==> config.mk <==
export PLATFORM = sky130hd
export DESIGN_NAME = pipe_hazard_ctrl
export DESIGN_NICKNAME = d
export VERILOG_FILES = /design/src/rtl/pipe_hazard_ctrl.sv
export SDC_FILE = /design/constraint.sdc
export NUM_CORES = 1
export LEC_CHECK = 0
export ABC_AREA = 1
export ABC_CLOCK_PERIOD_IN_PS = 2000
export BUFFER_PORTS_ARGS = -buffer_cell sky130_fd_sc_hd__buf_2
export CORE_UTILIZATION = 52
export CTS_CLUSTER_DIAMETER = 30
export CTS_CLUSTER_SIZE = 40
export DETAILED_ROUTE_END_ITERATION = 10
export GPL_TIMING_DRIVEN = 1
export PLACE_DENSITY = 0.82
export SYNTH_ARGS = -nofsm -noshare
export SYNTH_HDL_FRONTEND = slang
export SYNTH_SLANG_ARGS = --single-unit
==> constraint.sdc <==
create_clock -name i_clk -period 2 [get_ports i_clk]
set_input_delay 0.2 -clock i_clk [delete_from_list [all_inputs] [get_ports i_clk]]
set_output_delay 0.2 -clock i_clk [all_outputs]
set_load 0.02 [all_outputs]
==> src/rtl/pipe_hazard_ctrl.sv <==
// Pipeline sequencing controller: load-use stalls, redirect flushes, dmem wait freeze with watchdog.
// Define PIPE_HAZARD_PERF_CNT_EN to build the saturating hazard performance counters.
module pipe_hazard_ctrl #(
  parameter int unsigned WAIT_MAX = 16,
  parameter int unsigned CNT_W    = 32
) (
  input  logic             i_clk,
  input  logic             i_reset,
  input  logic [4:0]       i_id_rs1_addr,
  input  logic [4:0]       i_id_rs2_addr,
  input  logic             i_id_rs1_used,
  input  logic             i_id_rs2_used,
  input  logic [4:0]       i_ex_rd_addr,
  input  logic             i_ex_rd_wren,
  input  logic             i_ex_mem_ren,
  input  logic             i_ex_redirect,
  input  logic             i_dmem_req,
  input  logic             i_dmem_ack,
  output logic             o_pc_en,
  output logic             o_if_id_en,
  output logic             o_if_id_flush,
  output logic             o_id_ex_flush,
  output logic             o_pipe_freeze,
  output logic             o_mem_timeout
`ifdef PIPE_HAZARD_PERF_CNT_EN
  ,
  output logic [CNT_W-1:0] o_stall_cnt,
  output logic [CNT_W-1:0] o_flush_cnt,
  output logic [CNT_W-1:0] o_wait_cnt
`endif
);

  typedef enum logic [1:0] {
    RUN      = 2'd0,
    MEM_WAIT = 2'd1,
    TIMEOUT  = 2'd2
  } state_t;

  state_t     state;
  logic [7:0] wd_cnt;
  logic       lu;
  logic       mw;
  logic       run_wait;
  logic       run_redirect;
  logic       run_stall;

  // RUN-state decisions in priority order: wait beats redirect beats load-use.
  always_comb begin
    lu = i_ex_mem_ren && i_ex_rd_wren && (i_ex_rd_addr != 5'd0) &&
         (((i_ex_rd_addr == i_id_rs1_addr) && i_id_rs1_used) ||
          ((i_ex_rd_addr == i_id_rs2_addr) && i_id_rs2_used));
    mw           = i_dmem_req && !i_dmem_ack;
    run_wait     = (state == RUN) && mw;
    run_redirect = (state == RUN) && !mw && i_ex_redirect;
    run_stall    = (state == RUN) && !mw && !i_ex_redirect && lu;
  end

  // Outputs are forced to the free-running pattern while reset is held.
  always_comb begin
    o_pc_en       = 1'b1;
    o_if_id_en    = 1'b1;
    o_if_id_flush = 1'b0;
    o_id_ex_flush = 1'b0;
    o_pipe_freeze = 1'b0;
    if (i_reset) begin
      if (run_wait || (state == MEM_WAIT)) begin
        o_pc_en       = 1'b0;
        o_if_id_en    = 1'b0;
        o_pipe_freeze = 1'b1;
      end else if (run_redirect || (state == TIMEOUT)) begin
        o_if_id_flush = 1'b1;
        o_id_ex_flush = 1'b1;
      end else if (run_stall) begin
        o_pc_en       = 1'b0;
        o_if_id_en    = 1'b0;
        o_id_ex_flush = 1'b1;
      end
    end
  end

  always_ff @(posedge i_clk or negedge i_reset) begin
    if (!i_reset) begin
      state         <= RUN;
      wd_cnt        <= '0;
      o_mem_timeout <= 1'b0;
    end else begin
      case (state)
        RUN: begin
          if (mw) begin
            state  <= MEM_WAIT;
            wd_cnt <= 8'd1;
          end
        end
        MEM_WAIT: begin
          wd_cnt <= wd_cnt + 8'd1;
          // An ack on the final allowed cycle still completes normally.
          if (i_dmem_ack) begin
            state <= RUN;
          end else if (wd_cnt == 8'(WAIT_MAX)) begin
            state         <= TIMEOUT;
            o_mem_timeout <= 1'b1;
          end
        end
        TIMEOUT: state <= RUN;
        default: state <= RUN;
      endcase
    end
  end

`ifdef PIPE_HAZARD_PERF_CNT_EN
  always_ff @(posedge i_clk or negedge i_reset) begin
    if (!i_reset) begin
      o_stall_cnt <= '0;
      o_flush_cnt <= '0;
      o_wait_cnt  <= '0;
    end else begin
      if (run_stall && (o_stall_cnt != '1))
        o_stall_cnt <= o_stall_cnt + 1'b1;
      if (run_redirect && (o_flush_cnt != '1))
        o_flush_cnt <= o_flush_cnt + 1'b1;
      if ((state == MEM_WAIT) && (o_wait_cnt != '1))
        o_wait_cnt <= o_wait_cnt + 1'b1;
    end
  end
`endif

endmodule

==> flow_summary.toml <==
[drt]
postRouteAntennaNets = 0
first_iter_violations = 33
drt-pass1-iter-count = 4
route.detailed.drc = 0
routedWlPerCell_um = 10.1
drt_wl_total_mm = 1.89
drt-vias-per-instance = 4.88
via_count = 912

[run_status]
status = "complete, no violations"

[clock_network]
clockBufferDepth = 2
numCtsBuffers = 3
cts.reportedPaths.clkPinSlew_ps = 70
clock_sinks = 11
cts_tree = "yes"
clkLatencyLatePin_ps = 270
ctsRootBufferMaster = "clkbuf_4"
h-tree-depth = 1
postCtsResizedCells = 0

[synthesis]
synthDistinctLibCells = 21
ys_ff_latch = 11
ys_warn_count = 0
synthAdderAreaFrac_pct = 2.93
yosysSeqAreaShare_pct = 32.2
yosys.area_share.simple_pct = 40.3
syn_inst = 138
synth_compound_area_share_pct = 8.49
synth_area_sq_um = 855
synth_xor_xnor_area_share_pct = 2.05
avgSynthCellArea_sq_um = 6.19
synthMuxAreaShare_pct = 0
postSynthNetCount = 164
synth_top_family_by_area = "simple AND/OR/NAND/NOR gates"

[global_routing]
grtUsageTotal_pct = 24.5
grt_pass1_vias = 885
antenna_found_initial = 0
grt-ovfl-total = 0
grt_max_degree = 15
grt_pass1_wl_mm = 3.44

[critical_path]
cp_max_fo = 14
start_kind = "input pin"
path_cells = "dlygate4sd3_1 > buf_2 > inv_1 > nor2_1 > nand3_1 > nand2_1 > buf_2"
crit_path_end_kind = "primary output"
critPathKind = "in2out"
slowest_delay_ps = 520
path_common_cell = "buf_2"
worstRegToRegCells = 7
cp.arrival_ps = 1500
cp_slowest_cell = "dlygate4sd3_1"
path_buf_inv = 4
cp.depth = 7
crit_family = "buffers and inverters"
critPathRequiredTime_ps = 1800

[power]
p_per_area_nw_per_um2 = 741
p_total_mw = 0.778
irDropWorstVdd_v = 0.000702
p_leak_nw = 0.645

[timing]
max_slew_margin_pct = 80.1
fmax_mhz = 587
finalCriticalPeriod_ps = 1700
timing.final.crit_share_pct = 85.2
slew_viol_final = 0
finalSetupViolCount = 0
tightest_slew_ps = 299
rsz0062_at_grt = "false"
hold_ws_ps = 137
tns_ps = 0
hold_viol = 0
skew_ps = 4.47

[job]
drv_cap = 0

[place]
gp_congestion = 0.863
dp_hpwl_mm = 1.53
place_inst = 182
portBuffers = 29

[final_layout]
finalNonFillerCells = 187
nets = 198
fillers = 145
drive_above_1_share_pct = 26.3
multi_input_area_sq_um = 459
antenna_cells = 0
areaGrowthSynthToFinish_pct = 22.8
ff_latch_area_sq_um = 275

[die]
fp-row-count = 14
core_area_sq_um = 1520
die_y_um = 42.5
start_util_pct = 56.1
die_x_um = 42.5
ioPinCount = 30
die_area_sq_um = 1810

[min_path]
hold_path_depth = 2
worst_hold_path_type = "in2reg"
==> cell usage after synthesis <==
library cell  count  area, sq um
nand2_2           2         12.5
nor3_1            1         5.00
o21ai_1           5         25.0
xnor2_1           1         8.76
o31ai_1           1         7.51
inv_2             7         26.3
buf_4             1         7.51
nand2_1          45          169
nand3_2           1         10.0
inv_1            23         86.3
ha_1              2         25.0
nand3_1           9         45.0
nand4_1           2         12.5
o22ai_1           4         25.0
or2_1             1         6.26
dfrtp_1          11          275
nor2_4            1         11.3
xor2_1            1         8.76
nor2_1           16         60.1
nand4_2           1         12.5
a21oi_1           3         15.0
==> repair_timing <==
item / in CTS / in global routing
buffers inserted: 0 / 0
hold endpoints to repair: 11 / 0
hold buffers: 1 / 0
==> worst register-to-register path: cells and delay by family, from the launching register on <==
family	cells	cell delay, ps
flops	1	390
simple gates	3	310
compound gates	3	280
fa+ha+maj	1	200
==> flip-flops by register name, indices dropped and copies added (netlist names) <==
register	flops
o_mem_timeout	1
wd_cnt	8
state	2
==> power by group <==
part | total (mW) | internal (mW) | switching, mW | leakage, nW
combinational | 0.301 | 0.116 | 0.185 | 0.481
clock | 0.152 | 0.0742 | 0.0777 | 0.0177
sequential | 0.324 | 0.276 | 0.0482 | 0.147
==> final cells by class <==
class                      instances  area share (%)
multi-input combinational         96            43.7
sequential                        11            26.2
timing repair buffer              30            14.8
inverter                          30            10.7
clock buffer                       3            2.15
tap                               16            1.91
clock inverter                     1           0.477
==> logic make-up after synthesis <==
family | Yosys count
AO/OA/AOI/OAI | 13
XOR/XNOR | 2
adder cells (fa/ha/maj) | 2
buffers and inverters | 31
flip-flops | 11
AND/OR/NAND/NOR | 79
==> layer usage <==
metal | routed length [um] | GRT usage, %
met1 | 906 | 32.5
met2 | 825 | 40.0
met3 | 145 | 6.90
met4 | 9 | 5.00
met5 | 0 | 0
==> path summary, 6_finish.rpt <==
check	start	end	slack (ps)
min in group asynchronous	i_reset	wd_cnt[0]$_DFFE_PN0P_	340
max reg2reg	wd_cnt[0]$_DFFE_PN0P_	wd_cnt[6]$_DFFE_PN0P_	730
min	i_dmem_ack	state[0]$_DFFE_PN0P_	140
max	i_reset	o_id_ex_flush	300
min reg2reg	o_mem_timeout$_DFFE_PN0P_	o_mem_timeout$_DFFE_PN0P_	460
max in group asynchronous	i_reset	wd_cnt[3]$_DFFE_PN0P_	1430
==> metrics by stage <==
| step | utilization, % | worst slack (ps) | area, sq um |
|---|---|---|---|
| after floorplan | - | 595 | 855 |
| after global placement | 66.4 | 671 | 1010 |
| after detailed placement | 66.4 | 596 | 1010 |
| after CTS | 68.9 | 271 | 1050 |
| after global routing | 68.9 | 109 | 1050 |
| final | 68.9 | 296 | 1050 |
==> cells in the final DEF (no fill, tap or decap) <==
master	Yosys	layout
buf_2	0	29
nand2_2	2	2
o31ai_1	1	1
inv_2	7	7
ha_1	2	2
nand3_2	1	1
clkinv_2	0	1
o22ai_1	4	4
dlygate4sd3_1	0	1
dfrtp_1	11	11
nand4_1	2	2
o21ai_1	5	5
or2_1	1	1
xor2_1	1	1
nor2_1	16	16
nand2_1	45	45
xnor2_1	1	1
inv_1	23	23
clkbuf_4	0	3
nand4_2	1	1
nand3_1	9	9
nor2_4	1	1
nor3_1	1	1
a21oi_1	3	3
(Power assumes the default switching activity.)
